--- config.mk ---
export PLATFORM = sky130hd
export DESIGN_NAME = collatz_host_driver
export DESIGN_NICKNAME = d
export VERILOG_FILES = /design/src/rtl/collatz_host_driver.sv
export SDC_FILE = /design/constraint.sdc
export NUM_CORES = 1
export LEC_CHECK = 0
export CORE_AREA = 2 2 153 155
export CTS_BUF_LIST = sky130_fd_sc_hd__clkbuf_2 sky130_fd_sc_hd__clkbuf_4 sky130_fd_sc_hd__clkbuf_8
export CTS_CLUSTER_DIAMETER = 60
export DETAILED_ROUTE_END_ITERATION = 8
export DIE_AREA = 0 0 155 157
export GPL_TIMING_DRIVEN = 1
export PLACE_DENSITY = 0.69
export SLEW_MARGIN = 10
export SYNTH_ARGS = -nofsm -noshare
export SYNTH_HDL_FRONTEND = slang
export SYNTH_SLANG_ARGS = --single-unit
--- constraint.sdc ---
create_clock -name clk -period 5.3 [get_ports clk]
set_input_delay 0.53 -clock clk [delete_from_list [all_inputs] [get_ports clk]]
set_output_delay 0.53 -clock clk [all_outputs]
set_load 0.01 [all_outputs]
--- src/rtl/collatz_host_driver.sv ---
// collatz_host_driver: host-side initiator for the Collatz core byte protocol.
// Per job: load a BITS-wide start value one byte per cycle, pulse go, wait
// for the core to enter and leave COMPUTE, then read orbit length and
// path-record high bits back into the result registers.
// Optional build macro COLLATZ_HOST_CYCLE_COUNT_EN adds compute_cycles, the
// saturating count of WAIT_ENTER+WAIT_BUSY cycles of the last good job.
module collatz_host_driver #(
  parameter int BITS           = 144,
  parameter int OLEN_BITS      = 16,
  parameter int PLEN_BITS      = 16,
  parameter int TIMEOUT_CYCLES = 1048576
) (
  input  logic                 clk,
  input  logic                 rst_n,
  input  logic                 start,
  input  logic [BITS-1:0]      value,
  output logic                 ready,
  output logic                 done,
  output logic                 timeout,
  output logic [OLEN_BITS-1:0] orbit_len,
  output logic [PLEN_BITS-1:0] path_record,
  output logic [7:0]           dut_ui_in,
  output logic [7:0]           dut_uio_in,
  input  logic [7:0]           dut_uo_out,
  input  logic [7:0]           dut_uio_out,
  input  logic [7:0]           dut_uio_oe
`ifdef COLLATZ_HOST_CYCLE_COUNT_EN
  ,
  output logic [31:0]          compute_cycles
`endif
);

  localparam int NBYTES = BITS / 8;
  localparam int TW     = $clog2(TIMEOUT_CYCLES + 1);

  typedef enum logic [2:0] {
    S_IDLE, S_LOAD, S_GO, S_WAIT_ENTER, S_WAIT_BUSY, S_READ
  } state_t;

  // Read address for result byte idx: 0x00, 0x01, 0x20, 0x21 (write=go=0).
  function automatic logic [7:0] rd_addr(input logic [1:0] idx);
    return {2'b00, idx[1], 4'b0000, idx[0]};
  endfunction

`ifdef COLLATZ_HOST_CYCLE_COUNT_EN
  function automatic logic [31:0] sat_inc(input logic [31:0] c);
    return (c == 32'hFFFF_FFFF) ? c : c + 32'd1;
  endfunction
`endif

  state_t                 state_q, state_d;
  logic [4:0]             k_q, k_d;
  logic [TW-1:0]          cnt_q, cnt_d;
  logic [2:0]             rd_q, rd_d, rd_nxt;
  logic                   ready_q, ready_d, done_q, done_d, to_q, to_d;
  logic [OLEN_BITS-1:0]   olen_q, olen_d;
  logic [PLEN_BITS-1:0]   prec_q, prec_d;
  logic [7:0]             ui_q, ui_d, uio_q, uio_d;
  logic [BITS-1:0]        val_q, val_d;
  logic [7:0]             rb0_q, rb0_d, rb1_q, rb1_d, rb2_q, rb2_d;
`ifdef COLLATZ_HOST_CYCLE_COUNT_EN
  logic [31:0]            cyc_q, cyc_d, ccyc_q, ccyc_d;
`endif

  // Only the COMPUTE flag is needed from the core's bidirectional pins.
  logic unused_pins;
  assign unused_pins = ^{dut_uio_out, dut_uio_oe[6:0]};

  // Next-state, next-output and datapath computation for the job sequencer.
  always_comb begin
    state_d = state_q;
    k_d     = k_q;
    cnt_d   = cnt_q;
    rd_d    = rd_q;
    rd_nxt  = rd_q + 3'd1;
    done_d  = 1'b0;
    to_d    = to_q;
    olen_d  = olen_q;
    prec_d  = prec_q;
    ui_d    = 8'h00;
    uio_d   = 8'h00;
    val_d   = val_q;
    rb0_d   = rb0_q;
    rb1_d   = rb1_q;
    rb2_d   = rb2_q;
`ifdef COLLATZ_HOST_CYCLE_COUNT_EN
    cyc_d   = cyc_q;
    ccyc_d  = ccyc_q;
`endif
    case (state_q)
      S_IDLE: begin
        if (start) begin
          val_d   = value >> 8;
          ui_d    = value[7:0];
          uio_d   = 8'h80;
          k_d     = 5'd0;
          to_d    = 1'b0;
          state_d = S_LOAD;
        end
      end
      S_LOAD: begin
        if (k_q == 5'(NBYTES - 1)) begin
          uio_d   = 8'h40;
          state_d = S_GO;
        end else begin
          k_d   = k_q + 5'd1;
          ui_d  = val_q[7:0];
          val_d = val_q >> 8;
          uio_d = {3'b100, k_q + 5'd1};
        end
      end
      S_GO: begin
        cnt_d   = '0;
        state_d = S_WAIT_ENTER;
`ifdef COLLATZ_HOST_CYCLE_COUNT_EN
        cyc_d   = 32'd0;
`endif
      end
      S_WAIT_ENTER: begin
`ifdef COLLATZ_HOST_CYCLE_COUNT_EN
        cyc_d = sat_inc(cyc_q);
`endif
        if (dut_uio_oe[7]) begin
          cnt_d   = '0;
          state_d = S_WAIT_BUSY;
        end else if (cnt_q == TW'(3)) begin
          to_d    = 1'b1;
          done_d  = 1'b1;
          state_d = S_IDLE;
        end else begin
          cnt_d = cnt_q + TW'(1);
        end
      end
      S_WAIT_BUSY: begin
`ifdef COLLATZ_HOST_CYCLE_COUNT_EN
        cyc_d = sat_inc(cyc_q);
`endif
        if (!dut_uio_oe[7]) begin
          rd_d    = 3'd0;
          uio_d   = rd_addr(2'd0);
          state_d = S_READ;
        end else if (cnt_q == TW'(TIMEOUT_CYCLES - 1)) begin
          to_d    = 1'b1;
          done_d  = 1'b1;
          state_d = S_IDLE;
        end else begin
          cnt_d = cnt_q + TW'(1);
        end
      end
      S_READ: begin
        // Each address is held two cycles; the core's registered read data
        // is valid on the second edge, i.e. when rd_q is odd.
        rd_d  = rd_nxt;
        uio_d = rd_addr(rd_nxt[2:1]);
        if (rd_q == 3'd1) rb0_d = dut_uo_out;
        if (rd_q == 3'd3) rb1_d = dut_uo_out;
        if (rd_q == 3'd5) rb2_d = dut_uo_out;
        if (rd_q == 3'd7) begin
          olen_d  = OLEN_BITS'({rb1_q, rb0_q});
          prec_d  = PLEN_BITS'({dut_uo_out, rb2_q});
          done_d  = 1'b1;
          uio_d   = 8'h00;
          state_d = S_IDLE;
`ifdef COLLATZ_HOST_CYCLE_COUNT_EN
          ccyc_d  = cyc_q;
`endif
        end
      end
      default: state_d = S_IDLE;
    endcase
    ready_d = (state_d == S_IDLE);
  end

  // Sequencer state and all registered outputs, synchronous active-low reset.
  always_ff @(posedge clk) begin
    if (!rst_n) begin
      state_q <= S_IDLE;
      k_q     <= 5'd0;
      cnt_q   <= '0;
      rd_q    <= 3'd0;
      ready_q <= 1'b1;
      done_q  <= 1'b0;
      to_q    <= 1'b0;
      olen_q  <= '0;
      prec_q  <= '0;
      ui_q    <= 8'h00;
      uio_q   <= 8'h00;
`ifdef COLLATZ_HOST_CYCLE_COUNT_EN
      cyc_q   <= 32'd0;
      ccyc_q  <= 32'd0;
`endif
    end else begin
      state_q <= state_d;
      k_q     <= k_d;
      cnt_q   <= cnt_d;
      rd_q    <= rd_d;
      ready_q <= ready_d;
      done_q  <= done_d;
      to_q    <= to_d;
      olen_q  <= olen_d;
      prec_q  <= prec_d;
      ui_q    <= ui_d;
      uio_q   <= uio_d;
`ifdef COLLATZ_HOST_CYCLE_COUNT_EN
      cyc_q   <= cyc_d;
      ccyc_q  <= ccyc_d;
`endif
    end
  end

  // Load shift register and read-back byte holders; pure data, no reset.
  always_ff @(posedge clk) begin
    val_q <= val_d;
    rb0_q <= rb0_d;
    rb1_q <= rb1_d;
    rb2_q <= rb2_d;
  end

  assign ready       = ready_q;
  assign done        = done_q;
  assign timeout     = to_q;
  assign orbit_len   = olen_q;
  assign path_record = prec_q;
  assign dut_ui_in   = ui_q;
  assign dut_uio_in  = uio_q;
`ifdef COLLATZ_HOST_CYCLE_COUNT_EN
  assign compute_cycles = ccyc_q;
`endif

endmodule
* After elaboration in Yosys (flattened, before gate mapping)
Index checks and enable logic that the tools add are counted.
** Storage, ports and cells
- Word-level logic and storage cells :: 93
- Bits in read-only memories :: 0
- Memories kept :: 0
- Bits in registers :: 251
- RAM bits :: 0
- Bits in latches :: 0
** Operators by class
- Reduce and logical (&&, ||, !) cells :: 14
- Div/mod/pow operators :: 0
- Multipliers :: 0
- Order comparisons :: 0
- Equality and inequality tests :: 21
- $add $sub $neg :: 3
- Shifts and indexed selects :: 0
- Multiplexer cells :: 40
- Bitwise operators :: 0
** Operators with widths (count)
- $mux W144 :: 2
- $pmux W144 S2 :: 1
- $mux W21 :: 4
- $pmux W21 S3 :: 1
- $mux W8 :: 4
- $mux W3 :: 8
- $pmux W8 S3 :: 1
- $add A21 B1 Y21 const B :: 1
- $eq A21 B2 Y1 const B :: 1
- $eq A21 B20 Y1 const B :: 1
- $pmux W3 S6 :: 1
- $ne A2 B2 Y1 const B :: 8
- $pmux W8 S2 :: 1
- $eq A3 B3 Y1 const B :: 4
- $mux W1 :: 10
- $mux W5 :: 2
- $pmux W5 S2 :: 1
- $reduce_and A2 Y1 :: 5
- $eq A3 B2 Y1 const B :: 3
- $eq A3 B1 Y1 const B :: 2
- $logic_not A3 Y1 :: 2
- $mux W6 :: 1
- $pmux W1 S3 :: 2
- $pmux W3 S2 :: 1
- other kinds (9) :: 11

* Longest topological paths before layout
Gate-level depths: netlist (run 1).
- Word-level depth :: 5
- Mapped depth :: 9
- Depth with buffers taken out :: 7

* Worst setup path after synthesis (run 1)
Ideal clock, no wire load.
- Kind :: flip-flop to flip-flop
- Start :: register k_q[1]
- End :: register val_q[0] (enable)
- Arrival time :: 3.930 ns
- Period minus slack after synthesis :: 4.418 ns
- Setup slack :: 0.882 ns
- Cell stages (with the launch flop) :: 7
- Data required time :: 4.812 ns
- Cell sequence :: dfxtp_1 inv_1 ha_1 nor4bb_1 a2111o_1 clkbuf_1 inv_1
** Between the ends
- Longest elaborated chain between the ends :: 3
** RTL lines
- from (decl) :: RTL line 52 : logic [4:0] k_q, k_d;
- from (signal assigned) :: RTL line 194 : k_q <= k_d;
- $eq A5 B5 Y1 :: RTL line 102 : if (k_q == 5'(NBYTES - 1)) begin
- $ne A2 B2 Y1 (no source line)
- $reduce_and A3 Y1 (no source line)
- to (signal assigned) :: RTL line 213 : val_q <= val_d;
- to (decl) :: RTL line 59 : logic [BITS-1:0] val_q, val_d;
No other way between the ends.
A chain may end at the register's enable or synchronous reset.

* Worst setup path in the final report (run 1)
- Start :: register k_q[1]
- End :: register val_q[59] (enable)
Same word-level chain as after synthesis.

==> flow_summary.json, run 1 <==
{
  "reg2reg_from": "k_q[1]",
  "antenna_found_initial": 2,
  "fin_hold_ws_ps": 457,
  "ys.flop_type": "edfxtp_1",
  "worstSkewPairLatency_ps": 540,
  "cts_hold_buf": 0,
  "synth_edf_count": 160,
  "utilization": 0.586,
  "clockBufferDepth": 3,
  "cp-end-kind": "flip-flop",
  "finalMaxSlewViolations": 0,
  "r2r-end": "val_q[59]",
  "vias": 7607,
  "ant_nets": 0,
  "synth_top_area_share": 0.477,
  "yosysWarnings": 0,
  "max_freq_ghz": 0.349,
  "drcViolationCount": 0,
  "area_growth_pct": 30.9,
  "num_rows": 55,
  "die_h_um": 157,
  "critPathArrivalTime_ps": 3060,
  "cts.sinks": 243,
  "overflow": 0,
  "grt_pass1_vias": 7438,
  "p_leak_nw": 5.24,
  "place_hpwl_um": 15600,
  "cts_tree": "built",
  "startpoint_type": "flip-flop",
  "path_buf_inv": 3,
  "fin_area_mm2": 0.0132,
  "cts_setup_buffers": 0,
  "min_period_ps": 2870,
  "avgViaCountPerCell": 4.96,
  "cp.depth": 6,
  "wl_per_cell_um": 15.1,
  "start_util": 0.447,
  "min-delay-start": "orbit_len[5]",
  "htree_levels": 2,
  "first_pass_iters": 5,
  "rsz0062_at_grt": "false",
  "ios": 222,
  "yosysMostFrequentCell": "nand2_1",
  "grtUsageTotal": 0.191,
  "syn_nets": 1193,
  "crit_type": "reg2reg",
  "worstPathCellList": "inv_1 > ha_1 > nor4bb_1 > a2111o_1 > inv_6 > buf_4",
  "slew_headroom": 0.226,
  "wirelength_um": 23200,
  "status": "complete, no violations",
  "ir_drop_uv": 164,
  "place_area_mm2": 0.0124,
  "yosys-top-cells-area": "edfxtp_1 (48%), nand2_1 (18%), dfxtp_1 (17%), a21boi_0 (2.5%), clkbuf_1 (1.9%)",
  "synth-async-reset-ratio": 0,
  "fin_setup_tns_ps": 0,
  "yosys.area.top_type": "edfxtp_1",
  "gp_congestion": 0.791,
  "postSynthAreaPerCell_um2": 9.92,
  "die_x_um": 155,
  "nets": 1393,
  "max_stage_delay_ps": 660,
  "critPathTopFamily": "buffers and inverters",
  "finalSetupViolCount": 0,
  "hold_viol": 0,
  "port_buffers": 206,
  "hold_depth": 2,
  "ys_types": 53,
  "hp-class": "reg2reg",
  "finClkSkew_ps": 11.8,
  "synth_seq_cells": 243,
  "ys_seq_area_frac": 0.642,
  "cp.required_ps": 5500,
  "whs_endpoint": "orbit_len[5]",
  "grt_pass1_wl_um": 37100,
  "cp_slowest_cell": "inv_6",
  "r2r_setup_slack_ps": 2430,
  "cts.repair.resized": 0,
  "crit_path_max_fanout": 92,
  "die-area_mm2": 0.0243,
  "cts_root_buf": "clkbuf_8",
  "power.density_mw_per_mm2": 334,
  "period_share": 0.541,
  "syn_area_mm2": 0.0101,
  "grt_start_max_net_pins": 133,
  "tightest_slew_ps": 1160,
  "core_mm2": 0.0225,
  "numCtsBuffers": 41,
  "clk_pin_slew_ps": 60,
  "syn_inst": 1015,
  "drive_gt1_frac": 0.0674,
  "r2r_cells": 6,
  "max_cap_viol_count": 0,
  "synthTopCellsByCount": "nand2_1 (475), edfxtp_1 (160), dfxtp_1 (83)",
  "drt_iter0_drc": 495
}
[stage by stage]
stage | instances | power, mW | worst slack [ps]
2_1_floorplan | 1015 | 2.58 | 882
3_3_place_gp | 1457 | 2.80 | 2150
3_5_place_dp | 1457 | 2.81 | 2120
4_1_cts | 1532 | 4.46 | 2400
5_1_grt | 1532 | 4.61 | 2260
6_report | 1535 | 4.40 | 2430
[routing by layer]
layer	vias up	track usage	routed length [um]
met3	32	0.0664	1830
met4	0	0.0551	345
met1	3531	0.233	9890
met5	-	0	0
li1	3823	-	-
met2	221	0.322	11200
[worst max path at each step]
stage	start	endpoint	slack, ps
after floorplan	k_q[1]	val_q[0]	880
after global placement	start	val_q[75]	2150
after detailed placement	start	val_q[75]	2120
after CTS	k_q[1]	val_q[67]	2400
after global routing	k_q[1]	val_q[65]	2260
final	k_q[1]	val_q[59]	2430
[kinds of logic after synthesis]
logic type      count (synthesis)  share of synthesized area
buf+inv                        63                     0.0237
simple gates                  593                      0.246
flops                         243                      0.642
compound gates                 97                     0.0678
xor+xnor                        6                    0.00522
fa+ha+maj                       7                    0.00870
mux                             6                    0.00596
[layout by cell type (no fill, tap or decap), drive strengths merged, types with 4 or more instances in the layout]
| master | synthesis | layout |
|---|---|---|
| nand2 | 475 | 475 |
| clkdlybuf4s50 | 0 | 206 |
| edfxtp | 160 | 160 |
| dfxtp | 83 | 83 |
| clkbuf | 52 | 59 |
| a21boi | 33 | 33 |
| nor2 | 26 | 26 |
| a21oi | 16 | 16 |
| and2 | 14 | 14 |
| o21ai | 14 | 14 |
| clkinv | 0 | 13 |
| nand3 | 11 | 11 |
| a22oi | 10 | 10 |
| or3 | 9 | 9 |
| inv | 8 | 9 |
| nand2b | 8 | 8 |
| nor2b | 7 | 7 |
| and3 | 7 | 7 |
| ha | 7 | 7 |
| mux2i | 6 | 6 |
| buf | 3 | 6 |
| nand3b | 5 | 5 |
| nand4 | 5 | 5 |
| nor4 | 5 | 5 |
| or4 | 5 | 5 |
| nor3 | 5 | 5 |
| a21o | 4 | 4 |
| o41ai | 4 | 4 |
[power breakdown]
group / internal [mW] / leakage, nW / switching (mW)
Clock: 0.900 / 0.434 / 0.739
Combinational: 0.205 / 2.53 / 0.262
Sequential: 2.24 / 2.27 / 0.0526
Total: 3.35 / 5.24 / 1.05
[area by class of cell]
cell class,count,area (um2)
Fill cell,1955,9320
Sequential cell,243,6470
Multi-Input combinational cell,709,3380
Timing Repair Buffer,212,2120
Clock buffer,59,737
Tap cell,285,357
Clock inverter,16,82.6
Inverter,8,35.0
Antenna cell,3,7.51
[tightest hold or removal path: stages, from the launching register on]
cell,delay [ps]
dfxtp_1,300
nand2_1,40
a21boi_0,60
[registers in the layout (all words and copies together), names as in the netlist]
signal       cells
rb1_q            8
rd_q             3
ready            1
dut_ui_in        8
cnt_q           21
dut_uio_in       8
orbit_len       16
k_q              5
done             1
rb2_q            8
timeout          1
state_q          3
path_record     16
rb0_q            8
val_q          136
Power figures use the tool's default switching activity.
==> run 2: changes to the inputs <==
PLACE_DENSITY = 0.71   (was 0.69)
clock period = 2.4 ns   (was 5.3 ns; I/O delays follow)
==> run 2 against run 1 <==
Cell count grew 1.2%. Global-route usage shrank 0.36 points. First-iteration DRC count shrank 16%. Register-to-register slack lost 2300 ps. Sequential cell count is the same. Largest power group unchanged. Highest routed layer unchanged.
==> flow_summary.json, run 2 (synthesized netlist as in run 1, its figures left out) <==
{
  "cts_root_buf": "clkbuf_8",
  "gp_congestion": 0.835,
  "area_growth_pct": 33.7,
  "core_mm2": 0.0225,
  "period_share": 0.955,
  "die-area_mm2": 0.0243,
  "power.total_mw": 9.78,
  "drt_iter0_drc": 418,
  "ant_nets": 0,
  "place_hpwl_um": 16100,
  "first_pass_iters": 5,
  "cp_slowest_cell": "or4_4",
  "largest_reg_flops": 136,
  "layout_commonest_cell": "nand2_1",
  "port_buffers": 206,
  "clk_pin_slew_ps": 60,
  "max_stage_delay_ps": 520,
  "finalMaxSlewViolations": 0,
  "worstPathCellList": "ha_1 > or4b_1 > or3b_1 > or4_4 > nand2b_2 > mux2i_1",
  "clockBufferDepth": 3,
  "cp.required_ps": 2850,
  "ir_drop_uv": 393,
  "die_x_um": 155,
  "cts_setup_buffers": 0,
  "hp-class": "in2reg",
  "status": "complete, no violations",
  "regMostFlops": "val_q",
  "max_cap_viol_count": 0,
  "hold_viol": 0,
  "grt_start_max_net_pins": 70,
  "layout_common_cells": "nand2_1 (474), clkdlybuf4s50_1 (206), edfxtp_1 (160)",
  "drcViolationCount": 0,
  "wirelength_um": 23100,
  "crit_type": "reg2reg",
  "rsz0062_at_grt": "false",
  "reg.largest.list": "val_q (136), cnt_q (21)",
  "num_rows": 55,
  "max_freq_ghz": 0.436,
  "cts_tree": "built",
  "grt_pass1_vias": 7478,
  "die_h_um": 157,
  "cp-end-kind": "flip-flop",
  "nets": 1416,
  "slew_headroom": 0.566,
  "grtUsageTotal": 0.187,
  "antenna_found_initial": 0,
  "startpoint_type": "flip-flop",
  "p_leak_nw": 5.40,
  "crit_path_max_fanout": 3,
  "finalSetupViolCount": 0,
  "critPathArrivalTime_ps": 2740,
  "start_util": 0.447,
  "worstSkewPairLatency_ps": 530,
  "wl_per_cell_um": 14.8,
  "fin_hold_ws_ps": 352,
  "finClkSkew_ps": 24.6,
  "grt_pass1_wl_um": 36400,
  "tightest_slew_ps": 646,
  "min_period_ps": 2290,
  "overflow": 0,
  "cts.sinks": 243,
  "htree_levels": 2,
  "power.density_mw_per_mm2": 726,
  "avgViaCountPerCell": 4.93,
  "diodes": 0,
  "ios": 222,
  "drive_gt1_frac": 0.0868,
  "fill_cells": 1905,
  "vias": 7657,
  "numCtsBuffers": 40
}
run 2: changes by cell type in the layout (fill, tap and decap cells not counted), moves of 2 or more:
cell      previous run  this run
clkinv_1             7         5
dfxtp_2              0         2
buf_4                5        20
dfxtp_1             83        81
clkbuf_8            47        44
diode_2              3         0
buf_12               1        10
run 2: final cells by class:
class,instances,area (um2),share of cell area
clock buffer,57,703,0.0522
timing repair buffer,236,2410,0.179
tap,285,357,0.0265
clock inverter,15,100,0.00743
inverter,8,33.8,0.00251
multi-input combinational,709,3390,0.252
sequential,243,6470,0.480
run 2: power by group:
part / switching [mW] / internal (mW) / total [mW]
clock network: 1.59 / 2.00 / 3.60
registers: 0.115 / 4.95 / 5.07
logic: 0.596 / 0.518 / 1.11
total: 2.30 / 7.48 / 9.78
run 2: metal layers:
layer	global-route usage	part of all wire
met4	0.0520	0.015
met1	0.233	0.42
met2	0.318	0.48
met3	0.0562	0.079
met5	0	0
run 2: worst paths after layout:
kind                      from            to  slack (ps)  cells past startpoint
setup / recovery      cnt_q[1]      cnt_q[0]         110                      6
hold / removal        value[2]  dut_ui_in[2]         350                      3
setup reg to reg      cnt_q[1]      cnt_q[0]         110                      6
hold reg to reg   orbit_len[6]  orbit_len[6]         460                      2
run 2: timing repair:
item | 4_1_cts | 5_1_grt
resized for setup | 0 | 1
hold buffers | 0 | 0
endpoints found under the setup margin | 0 | 1
run 2: worst max-delay path, delay by kind of cell (launching register included):
family | cells | cell delay [ps]
flops | 1 | 340
mux | 1 | 190
fa+ha+maj | 1 | 170
simple gates | 4 | 1520
run 2: per-stage QoR:
stage | worst slack [ps] | cells | cell area [um2] | util | setup TNS [ps]
4_1_cts | 80.8 | 1553 | 13500 | 0.598 | 0
5_1_grt | 29.2 | 1553 | 13500 | 0.598 | 0
3_3_place_gp | 130 | 1481 | 12700 | 0.563 | 0
3_5_place_dp | 115 | 1481 | 12700 | 0.563 | 0
6_report | 108 | 1553 | 13500 | 0.598 | 0
2_1_floorplan | -1060 | 1015 | 10100 | - | -143890
